File: src/rtl/bht_update_queue_pkg.sv
// Shared types for the BHT update queue: branch-unit outcome, BHT update
// record, control-flow type and the default queue depth.
package bht_update_queue_pkg;

  localparam int unsigned VLEN                = 32;
  localparam int unsigned BHT_UPD_QUEUE_DEPTH = 4;

  typedef enum logic [2:0] {
    NoCF   = 3'd0,
    Branch = 3'd1,
    Jump   = 3'd2,
    JumpR  = 3'd3,
    Return = 3'd4
  } cf_t;

  typedef struct packed {
    logic            valid;
    logic [VLEN-1:0] pc;
    logic            is_taken;
    logic            is_mispredict;
    cf_t             cf_type;
  } bp_resolve_t;

  typedef struct packed {
    logic            valid;
    logic [VLEN-1:0] pc;
    logic            taken;
  } bht_update_t;

endpackage

File: src/rtl/bht_update_queue_fifo.sv
// Non-fall-through FIFO holding {pc, taken}. The caller gates push so that a
// push into a full FIFO only happens together with a pop. Flush clears the
// pointers and count and overrides any same-cycle push or pop.
module bht_update_queue_fifo #(
  parameter int unsigned DATA_WIDTH = 33,
  parameter int unsigned DEPTH      = 4
) (
  input  logic                  clk_i,
  input  logic                  rst_ni,
  input  logic                  flush_i,
  input  logic                  push_i,
  input  logic [DATA_WIDTH-1:0] data_i,
  input  logic                  pop_i,
  output logic [DATA_WIDTH-1:0] data_o,
  output logic                  full_o,
  output logic                  empty_o
);

  localparam int unsigned    AW       = $clog2(DEPTH);
  localparam logic [AW:0]    FULL_CNT = (AW+1)'(DEPTH);
  localparam logic [AW-1:0]  PTR_ONE  = AW'(1);

  logic [DEPTH-1:0][DATA_WIDTH-1:0] r_mem;
  logic [AW-1:0]                    r_wptr;
  logic [AW-1:0]                    r_rptr;
  logic [AW:0]                      r_cnt;

  assign data_o  = r_mem[r_rptr];
  assign full_o  = (r_cnt == FULL_CNT);
  assign empty_o = (r_cnt == '0);

  // Storage and occupancy; pointers are log2(DEPTH) bits and wrap on their own.
  always_ff @(posedge clk_i or negedge rst_ni) begin
    if (!rst_ni) begin
      r_mem  <= '0;
      r_wptr <= '0;
      r_rptr <= '0;
      r_cnt  <= '0;
    end else if (flush_i) begin
      r_wptr <= '0;
      r_rptr <= '0;
      r_cnt  <= '0;
    end else begin
      if (push_i) begin
        r_mem[r_wptr] <= data_i;
        r_wptr        <= r_wptr + PTR_ONE;
      end
      if (pop_i) r_rptr <= r_rptr + PTR_ONE;
      r_cnt <= r_cnt + (AW+1)'(push_i) - (AW+1)'(pop_i);
    end
  end

endmodule

File: src/rtl/bht_update_queue.sv
// Filters resolved conditional branches (outside debug mode) into a small
// FIFO and issues one BHT update per cycle from its head. The output depends
// only on FIFO state, bht_stall_i and flush_i, never on the incoming outcome.
// Optional statistics counters are built when BHT_UPD_STATS_EN is defined;
// otherwise the stat outputs are tied to zero and hold no flops.
module bht_update_queue
  import bht_update_queue_pkg::*;
#(
  parameter int unsigned DEPTH     = BHT_UPD_QUEUE_DEPTH,
  parameter int unsigned CNT_WIDTH = 32
) (
  input  logic                 clk_i,
  input  logic                 rst_ni,
  input  logic                 flush_i,
  input  logic                 debug_mode_i,
  input  bp_resolve_t          resolved_branch_i,
  input  logic                 bht_stall_i,
  output bht_update_t          bht_update_o,
  output logic [CNT_WIDTH-1:0] stat_updates_o,
  output logic [CNT_WIDTH-1:0] stat_mispredicts_o,
  output logic [CNT_WIDTH-1:0] stat_drops_o
);

  logic            w_accept;
  logic            w_push;
  logic            w_pop;
  logic            w_drop;
  logic            w_full;
  logic            w_empty;
  logic [VLEN:0]   w_head;

  assign w_accept = resolved_branch_i.valid && (resolved_branch_i.cf_type == Branch)
                    && !debug_mode_i && !flush_i;
  assign w_pop    = !w_empty && !bht_stall_i && !flush_i;
  // A full FIFO still takes a push when the head leaves in the same cycle.
  assign w_push   = w_accept && (!w_full || w_pop);
  assign w_drop   = w_accept && w_full && !w_pop;

  bht_update_queue_fifo #(
    .DATA_WIDTH (VLEN + 1),
    .DEPTH      (DEPTH)
  ) u_fifo (
    .clk_i   (clk_i),
    .rst_ni  (rst_ni),
    .flush_i (flush_i),
    .push_i  (w_push),
    .data_i  ({resolved_branch_i.pc, resolved_branch_i.is_taken}),
    .pop_i   (w_pop),
    .data_o  (w_head),
    .full_o  (w_full),
    .empty_o (w_empty)
  );

  // Head is shown even while stalled; pc/taken read as zero when empty.
  always_comb begin
    bht_update_o       = '0;
    bht_update_o.valid = w_pop;
    if (!w_empty) begin
      bht_update_o.pc    = w_head[VLEN:1];
      bht_update_o.taken = w_head[0];
    end
  end

`ifdef BHT_UPD_STATS_EN
  logic [CNT_WIDTH-1:0] r_upd_cnt;
  logic [CNT_WIDTH-1:0] r_misp_cnt;
  logic [CNT_WIDTH-1:0] r_drop_cnt;

  // Free-running statistics; wrap naturally and survive flush.
  always_ff @(posedge clk_i or negedge rst_ni) begin
    if (!rst_ni) begin
      r_upd_cnt  <= '0;
      r_misp_cnt <= '0;
      r_drop_cnt <= '0;
    end else begin
      if (w_pop)                                     r_upd_cnt  <= r_upd_cnt + 1'b1;
      if (w_push && resolved_branch_i.is_mispredict) r_misp_cnt <= r_misp_cnt + 1'b1;
      if (w_drop)                                    r_drop_cnt <= r_drop_cnt + 1'b1;
    end
  end

  assign stat_updates_o     = r_upd_cnt;
  assign stat_mispredicts_o = r_misp_cnt;
  assign stat_drops_o       = r_drop_cnt;
`else
  logic w_unused_stats;
  assign w_unused_stats     = resolved_branch_i.is_mispredict ^ w_drop;
  assign stat_updates_o     = '0;
  assign stat_mispredicts_o = '0;
  assign stat_drops_o       = '0;
`endif

endmodule

File: config.mk
export PLATFORM = sky130hd
export DESIGN_NAME = bht_update_queue
export DESIGN_NICKNAME = d
export VERILOG_FILES = /design/src/rtl/bht_update_queue_pkg.sv /design/src/rtl/bht_update_queue_fifo.sv /design/src/rtl/bht_update_queue.sv
export SDC_FILE = /design/constraint.sdc
export NUM_CORES = 1
export LEC_CHECK = 0
export BUFFER_PORTS_ARGS = -buffer_cell sky130_fd_sc_hd__buf_4
export CAP_MARGIN = 20
export CORE_MARGIN = 2
export CORE_UTILIZATION = 51
export CTS_BUF_LIST = sky130_fd_sc_hd__clkbuf_8
export DETAILED_ROUTE_END_ITERATION = 16
export GPL_ROUTABILITY_DRIVEN = 0
export PLACE_DENSITY = 0.79
export SLEW_MARGIN = 25
export SYNTH_ARGS = -nofsm -noshare
export SYNTH_HDL_FRONTEND = slang
export SYNTH_HIERARCHICAL = 1
export SYNTH_SLANG_ARGS = --single-unit
File: constraint.sdc
create_clock -name clk_i -period 2.25 [get_ports clk_i]
set_input_delay 0.45 -clock clk_i [delete_from_list [all_inputs] [get_ports clk_i]]
set_output_delay 0.45 -clock clk_i [all_outputs]
set_load 0.005 [all_outputs]
# Yosys cells after proc, flatten, opt, wreduce, memory -nomap -nowiden

Cells that the tools add are included.

Add/sub/neg operators: 4
Eq/ne operators: 2
Multipliers: 0
Shift-type cells: 0
Bitwise operators: 1
Multiplexer cells: 11
Divide/modulo/power cells: 0
Reduce and logical (&&, ||, !) cells: 17
$lt $le $gt $ge: 3

Operators by type and width:

| cell                                                                                 | count |
|---|---|
| 132-bit bitwise mux                                                                  | 1 |
| 33-bit two-way mux                                                                   | 3 |
| 33-bit binary-select mux with 2-bit select                                           | 1 |
| 33-bit demux with 2-bit select                                                       | 1 |
| 2-bit two-way mux                                                                    | 4 |
| 1-bit logical AND                                                                    | 7 |
| 2-bit by 3-bit less-than comparator with 1-bit output (second input constant)        | 2 |
| 1-bit logical NOT                                                                    | 5 |
| 2-bit by 1-bit adder with 2-bit output (second input constant)                       | 2 |
| 2-bit nonzero test                                                                   | 2 |
| 3-bit by 1-bit adder with 3-bit output                                               | 1 |
| 3-bit by 1-bit equality test with 1-bit output (second input constant)               | 1 |
| 3-bit equality test (second input constant)                                          | 1 |
| 3-bit logical NOT                                                                    | 1 |
| 3-bit two-way mux                                                                    | 1 |
| 3-bit by 1-bit subtractor with 3-bit output                                          | 1 |
| 2-bit by 1-bit greater-or-equal comparator with 1-bit output (second input constant) | 1 |
| 2-bit AND reduction                                                                  | 1 |
| 1-bit logical OR                                                                     | 1 |
| 1-bit NOT                                                                            | 1 |

Word-level logic and storage cells: 45
ROM bits: 0
Memories kept: 0
RAM bits: 0
Input port bits: 43
Bits in registers: 139
Bits in latches: 0
Output and inout port bits: 130

# Logic depth before layout (Yosys ltp)

Gate-level depths: netlist of the first run.

Depth after elaboration: 9
Mapped depth: 10
Gate-level depth less buffers: 9

# Modules after synthesis

Netlist of the first run, hierarchy kept.

By module, submodules not included:

| module                | instances | area an instance (um^2) | cells each | sequential area each (um^2) |
|---|---|---|---|---|
| bht_update_queue_fifo | 1         | 6683.9                  | 357        | 3478.3 |
| bht_update_queue      | 1         | 994.7                   | 138        | 0.0 |

# Worst setup path before layout of the first run

No wires, ideal clock.

Path type: flip-flop to flip-flop
From: register u_fifo.r_cnt[1]
To: register u_fifo.r_cnt[2]
Required time: 2.134 ns
Path slack: -0.161 ns
Path buffers: 1
Arrival time: 2.295 ns
Library setup time: 0.116 ns
Cell stages (with the launch flop): 11
Clock period less this slack: 2.411 ns
Path through: dfrtp_1 nor3_1 buf_2 nor3_1 ha_1 inv_1 ha_1 inv_1 fa_1 xnor3_1 nor2_1

Cells in the longest elaborated chain, start to end: 9
Elaborated cells on any way between the ends: 11
Those cells by class: add/sub: 2; eq/ne: 1; mux: 1; reduce/logical: 7

Ends and longest elaborated chain:

| element                                       | line                        | text |
|---|---|---|
| from (decl)                                   | bht_update_queue_fifo.sv:26 | `logic [AW:0] r_cnt;` |
| from (signal assigned)                        | bht_update_queue_fifo.sv:49 | `r_cnt <= r_cnt + (AW+1)'(push_i) - (AW+1)'(pop_i);` |
| 3-bit logical NOT *                           | bht_update_queue_fifo.sv:30 | `assign empty_o = (r_cnt == '0);` |
| named net w_empty                             | bht_update_queue.sv:29      | `logic w_empty;` |
| 1-bit logical NOT *                           | n/a                         |  |
| 1-bit logical AND * (2 in series)             | bht_update_queue.sv:34      | `assign w_pop = !w_empty && !bht_stall_i && !flush_i;` |
| named net w_pop                               | bht_update_queue.sv:26      | `logic w_pop;` |
| 1-bit logical OR                              | bht_update_queue.sv:36      | `assign w_push = w_accept && (!w_full \|\| w_pop);` |
| 1-bit logical AND                             | bht_update_queue.sv:36      |  |
| 3-bit by 1-bit adder with 3-bit output        | bht_update_queue_fifo.sv:49 |  |
| 3-bit by 1-bit subtractor with 3-bit output * | bht_update_queue_fifo.sv:49 |  |
| 3-bit two-way mux *                           | bht_update_queue_fifo.sv:39 | `end else if (flush_i) begin` |

Mark *: on every way through the listed nets, which the timed path passes. The rest lies on a longest branch.
A chain may end at the register's enable or synchronous reset.

==> results of run 1 <==
## worst max-delay path: cells and delay by family, from the launching register on
family                 cells  cell delay, ps
buffers and inverters      3             420
DFF                        1             390
and+or+nand+nor            1             210
muxes                      1             490
## registers in the layout (all words and copies together), names as in the netlist
name / cells
u_fifo/r_cnt: 3
u_fifo/r_mem: 132
u_fifo/r_rptr: 2
u_fifo/r_wptr: 2
## worst paths after layout
path / start / to / slack (ps) / cells past startpoint
setup reg to reg: u_fifo/r_cnt[0]$_DFF_PN0_ / u_fifo/r_mem[27]$_DFFE_PN0P_ / 150 / 7
max in group asynchronous: rst_ni / u_fifo/r_mem[56]$_DFFE_PN0P_ / 1100 / 3
hold reg to reg: u_fifo/r_mem[7]$_DFFE_PN0P_ / u_fifo/r_mem[7]$_DFFE_PN0P_ / 510 / 1
hold / removal: resolved_branch_i[19] / u_fifo/r_mem[114]$_DFFE_PN0P_ / 240 / 2
min in group asynchronous: rst_ni / u_fifo/r_mem[4]$_DFFE_PN0P_ / 490 / 2
setup / recovery: u_fifo/r_rptr[0]$_DFFE_PN0P_ / bht_update_o[30] / -160 / 5
## metrics by stage
stage	instances	hold WS (ps)	area, sq um	setup TNS (ps)
floorplan	590	154	8050	0
global placement	746	401	8170	0
detailed placement	746	412	8170	0
CTS	779	211	8600	-4890
global route	784	224	8790	-5780
finish	784	245	8790	-3340
## placed cells by master (no fill, tap or decap), types with 4 or more instances in the layout
cell type	count
mux4_2	32
buf_6	16
nor2b_4	12
ha_1	6
dfrtp_1	137
nor2_1	5
mux2_4	90
conb_1	96
nand3b_4	4
inv_1	7
bufinv_16	5
mux2_2	40
buf_12	14
buf_4	67
clkbuf_8	19
nor2b_1	17
## routing by layer
layer	vias up	share of wire [%]	global-route usage, %
li1	1731	-	-
met5	-	0	0
met3	22	6.2	5.53
met2	181	49	29.8
met4	0	1.6	7.11
met1	2073	44	24.9
## what timing repair did
action,in CTS,in global routing
hold buffers,1,0
setup endpoints to repair,33,47
pin swaps,0,1
gates cloned,0,2
setup buffers,0,3
gates resized for setup,18,57
hold endpoints to repair,45,0
## logic make-up after synthesis
logic type               synth area share [%]
AND/OR/NAND/NOR                          4.76
AO/OA/AOI/OAI                           0.293
adder cells (fa/ha/maj)                  1.24
flip-flops                               45.3
buffers and inverters                    12.8
multiplexers                             35.1
other                                  0.0488
XOR/XNOR                                0.521
## power by group through the flow
stage          combinational, uW  sequential, uW  clock [uW]
6_report                    1270            2700        2330
5_1_grt                     1380            2710        2480
4_1_cts                     1050            2700        2380
3_5_place_dp                1010            2740           0
3_3_place_gp                 977            2730           0
2_1_floorplan                742            2710           0
## cell type report
type                       count  area (sq um)  share of cell area [%]
inverter                       5          18.8                   0.214
timing repair buffer         100          1020                    11.6
tap                          184           230                    2.62
sequential                   139          3480                    39.6
clock inverter                13           199                    2.26
multi-input combinational    324          3580                    40.7
clock buffer                  19           262                    2.98
==> impl_metrics.py, run 1 <==
metrics = {
    "timing": {
        "fin_crit_ps": 2410,
        "fmax_ghz": 0.416,
        "hold_viol": 0,
        "fin_skew_ps": 9.86,
        "drv_slew": 0,
        "rsz0062_at_grt": "true",
        "fin_ws_ps": -155,
        "period_share_pct": 107,
        "finalSetupViolations": 33,
    },
    "floorplanning": {
        "die_y_um": 127,
        "die-area_sq_um": 16100,
        "initial_core_util_pct": 52.4,
        "core-area_sq_um": 14600,
        "ioPinCount": 173,
        "fp-row-count": 44,
        "die_w_um": 127,
    },
    "synthesis": {
        "synth_top_area_share_pct": 45.3,
        "yosys.area.top_type": "dfrtp_1",
        "synth_edf_count": 0,
        "synth_area_per_cell_sq_um": 15.5,
        "yosys-top-cells-area": "dfrtp_1 (45%), mux2_4 (18%), mux4_1 (11%)",
        "ys_warn_count": 6,
        "yosys-top-cells-count": "dfrtp_1 (139), buf_4 (98), mux2_4 (90)",
        "ys_ff_latch": 139,
        "ys.flop_type": "dfrtp_1",
        "netlist_instances": 495,
        "syn-cell-area_sq_um": 7680,
        "synth_seq_area_share_pct": 45.3,
        "synth-async-reset-ratio_pct": 100,
        "yosys.cell_count.top_type": "dfrtp_1",
        "yosys.cell_types.count": 29,
    },
    "setup_path": {
        "max_stage_delay_ps": 490,
        "cp-start-kind": "flip-flop",
        "cp_cell_sequence": "buf_12, buf_12, mux4_2, and2b_1, buf_6",
        "crit_type": "flip-flop to output port",
        "cp.required_ps": 1800,
        "path_max_fanout": 8,
        "cp.arrival_ps": 1960,
        "cp_common_cell": "buf_12",
        "crit_slowest_cell": "mux4_2",
        "cp-end-kind": "output port",
    },
    "pwr": {
        "peakVddDrop_uv": 450,
        "p_int_uw": 4670,
        "swShare_pct": 25.8,
        "seqPwrFrac_pct": 42.9,
        "finalPower_uw": 6300,
        "power.leakage_uw": 0.00464,
        "switching_power_uw": 1630,
        "powerDensity_nw_per_um2": 717,
        "combPwrFrac_pct": 20.2,
        "clockPowerShare_pct": 36.9,
    },
    "drt": {
        "drt_drc_violations_left": 0,
        "finalWirelength_um": 14800,
        "ant_nets": 0,
        "drt_iter0_markers": 237,
        "via_count": 4007,
        "dr.pass1.iters": 7,
        "wl_per_cell_um": 18.8,
        "routed_via_density": 5.11,
    },
    "clocking": {
        "htree_levels": 4,
        "clockBufferDepth": 2,
        "clock_latency_ps": 460,
        "cts_tree": "done",
        "cts_sinks": 139,
        "cts_buffers": 17,
        "clk_root_buffer_cell": "clkbuf_8",
        "clkTransAtPathRegs_ps": 80,
    },
    "cells_and_area": {
        "fillers": 1117,
        "area_delta_synth_final_pct": 14.5,
        "final_core_util_pct": 60.0,
        "drive_gt1_share_pct": 52.5,
        "n_antenna_cell": 0,
        "nets": 637,
    },
    "run_status": {
        "violations": "setup timing",
        "status": "finished, violations left",
    },
    "placed_design": {
        "pre_cts_slack_ps": 111,
        "port_buffers": 75,
        "post-dp-hpwl_um": 9010,
    },
    "global_routing": {
        "grt_overflow_total": 0,
        "grt_pass1_wl_um": 23200,
        "grt_max_degree": 56,
        "antenna_found_initial": 0,
        "grtUsageTotal_pct": 18.9,
        "grt_pass1_vias": 4230,
    },
    "flow_run": {
        "cap_violations": 0,
    },
    "worst_hold_path": {
        "hold_class": "input pin to flip-flop",
    },
}
No activity file was read; power rests on OpenSTA's default activity.
==> inputs of run 2 (changes only) <==
Settings changed: ABC_AREA set to 1, PLACE_DENSITY 0.79 to unset, PLACE_DENSITY_LB_ADDON set to 0.12.
==> run 2 against run 1 <==
Net effect: the run now ends clean; largest power group unchanged; via count up 42%; power up 0.86%; sequential power about the same; utilization down 1.2 points; clock power down 15%; final cell count up 53%; flip-flop and latch count unchanged; sequential share of layout area up 1.4 points.
==> impl_metrics.py, run 2 <==
metrics = {
    "cells_and_area": {
        "largest_reg_flops": 132,
        "layout_common_cells": "nand2_1 (237), inv_1 (146), dfrtp_1 (138)",
        "ff_latch_area_sq_um": 3480,
        "nets": 1057,
        "area_delta_synth_final_pct": 13.6,
        "fillers": 1409,
        "drive_gt1_share_pct": 14.5,
        "top_register": "u_fifo/r_mem",
        "final_cell_area_sq_um": 8480,
        "multi_input_area_sq_um": 2790,
        "largest_registers": "u_fifo/r_mem: 132 flops, u_fifo/r_cnt: 3 flops",
        "n_antenna_cell": 0,
        "layout_commonest_cell": "nand2_1",
    },
    "timing": {
        "drv_slew": 0,
        "fin_crit_ps": 2220,
        "fmax_ghz": 0.450,
        "hold_viol": 0,
        "fin_skew_ps": 5.70,
        "fin_ws_ps": 27.3,
        "period_share_pct": 98.8,
        "rsz0062_at_grt": "true",
        "finalSetupViolations": 0,
    },
    "global_routing": {
        "grt_overflow_total": 0,
        "grtUsageTotal_pct": 19.2,
        "antenna_found_initial": 0,
        "grt_pass1_vias": 5083,
        "grt_max_degree": 61,
        "grt_pass1_wl_um": 24300,
    },
    "clocking": {
        "cts_buffers": 17,
        "htree_levels": 4,
        "cts_sinks": 139,
        "clkTransAtPathRegs_ps": 70,
        "clk_root_buffer_cell": "clkbuf_8",
        "clockBufferDepth": 2,
        "cts_tree": "done",
        "clock_latency_ps": 430,
    },
    "setup_path": {
        "cp.arrival_ps": 1770,
        "crit_type": "flip-flop to output port",
        "max_stage_delay_ps": 490,
        "path_max_fanout": 15,
        "r2r_cells": 12,
        "cp_cell_sequence": "inv_4, clkbuf_16, nand2_1, o211ai_1, nand2_1, inv_1, nor2_1, buf_4",
        "cp-end-kind": "output port",
        "crit_slowest_cell": "dfrtp_2",
        "cp-start-kind": "flip-flop",
        "cp.required_ps": 1800,
        "cp_common_cell": "nand2_1",
    },
    "placed_design": {
        "post-dp-hpwl_um": 9030,
        "placed_area_sq_um": 7840,
        "port_buffers": 75,
        "pre_cts_slack_ps": 123,
    },
    "synthesis": {
        "yosys.cell_types.count": 22,
        "yosys-top-cells-count": "nand2_1 (244), inv_1 (145), dfrtp_1 (139)",
        "ys.flop_type": "dfrtp_1",
        "synth_top_area_share_pct": 46.6,
        "synth_area_per_cell_sq_um": 7.94,
        "yosys-top-cells-area": "dfrtp_1 (47%), nand2_1 (12%), buf_4 (11%)",
        "yosys.area.top_type": "dfrtp_1",
        "synth-async-reset-ratio_pct": 100,
        "synth_edf_count": 0,
        "ys_warn_count": 6,
        "syn-cell-area_sq_um": 7460,
        "netlist_instances": 940,
        "ys_ff_latch": 139,
        "synth_seq_area_share_pct": 46.6,
        "yosys.cell_count.top_type": "nand2_1",
    },
    "run_status": {
        "status": "completed",
    },
    "floorplanning": {
        "initial_core_util_pct": 51.7,
        "die_y_um": 125,
        "fp-row-count": 44,
        "ioPinCount": 173,
        "die_w_um": 125,
        "die-area_sq_um": 15600,
        "core-area_sq_um": 14400,
    },
    "drt": {
        "drt_iter0_markers": 412,
        "wl_per_cell_um": 12.8,
        "drt_drc_violations_left": 0,
        "dr.pass1.iters": 5,
        "finalWirelength_um": 15500,
        "routed_via_density": 4.72,
        "via_count": 5680,
        "ant_nets": 0,
    },
    "flow_run": {
        "cap_violations": 0,
    },
    "worst_hold_path": {
        "hold_class": "input pin to flip-flop",
        "hold_depth": 2,
    },
    "pwr": {
        "power.leakage_uw": 0.00460,
        "powerDensity_nw_per_um2": 749,
        "peakVddDrop_uv": 503,
    },
}
-- run 2: repair_timing --
item | in CTS | in global routing
buffers inserted | 0 | 0
cloned | 0 | 8
resized for setup | 2 | 27
pin swaps | 0 | 3
hold endpoints to repair | 29 | 0
setup endpoints to repair | 26 | 89
hold buffers | 1 | 0
-- run 2: path summary, 6_finish.rpt --
path	from	to	slack (ps)
min in group asynchronous	rst_ni	u_fifo/r_mem[104]$_DFFE_PN0P_	460
worst min register to register	u_fifo/r_mem[71]$_DFFE_PN0P_	u_fifo/r_mem[71]$_DFFE_PN0P_	490
max in group asynchronous	rst_ni	u_fifo/r_mem[108]$_DFFE_PN0P_	1180
worst max-delay path	u_fifo/r_rptr[0]$_DFFE_PN0P_	bht_update_o[15]	30
worst max register to register	u_fifo/r_cnt[1]$_DFF_PN0_	u_fifo/r_cnt[2]$_DFF_PN0_	170
worst min-delay path	flush_i	u_fifo/r_cnt[1]$_DFF_PN0_	250
-- run 2: worst max-delay path, delay by kind of cell (launching register included) --
family                 cells  cell delay [ps]
AOI/OAI and AO/OA          1               90
buffers and inverters      4              570
DFF                        1              490
and+or+nand+nor            3              180
-- run 2: metrics by stage --
| stage | TNS [ps] | total power, uW | utilization [%] | hold slack, ps | std cells |
|---|---|---|---|---|---|
| after floorplan | 0 | 3880 | - | 154 | 1035 |
| after global placement | 0 | 4220 | 54.3 | 354 | 1163 |
| after detailed placement | 0 | 4240 | 54.3 | 358 | 1163 |
| after CTS | 0 | 6260 | 57.2 | 212 | 1195 |
| after global routing | -288 | 6790 | 58.8 | 229 | 1203 |
| final | 0 | 6350 | 58.8 | 247 | 1203 |
-- run 2: metal layers --
metal	track usage (%)	routed length, um	vias up	share of wire, %
li1	-	-	2871	-
met1	24.6	7240	2637	47
met2	32.7	7330	158	47
met3	4.49	712	14	4.6
met4	5.29	169	0	1.1
met5	0	0	-	0
-- run 2: logic make-up after synthesis --
logic type      share of synthesized area [%]
buf+inv                                  21.2
simple gates                             14.9
compound gates                           15.9
flops                                    46.6
fa+ha+maj                                1.27
other cells                            0.0503
-- run 2: cell type report --
class | instances | area share, %
Clock buffer | 22 | 3.57
Multi-Input combinational cell | 599 | 32.9
Tap cell | 184 | 2.71
Timing Repair Buffer | 102 | 12.0
Sequential cell | 139 | 41.0
Inverter | 147 | 6.65
Timing Repair inverter | 1 | 0.0738
Clock inverter | 9 | 1.12
-- run 2: report_power, final --
part | leakage (uW) | switching (uW) | internal [uW] | total [uW]
registers | 0.00192 | 80.1 | 2630 | 2710
clock network | 0.000213 | 881 | 1110 | 1990
logic | 0.00246 | 957 | 698 | 1660
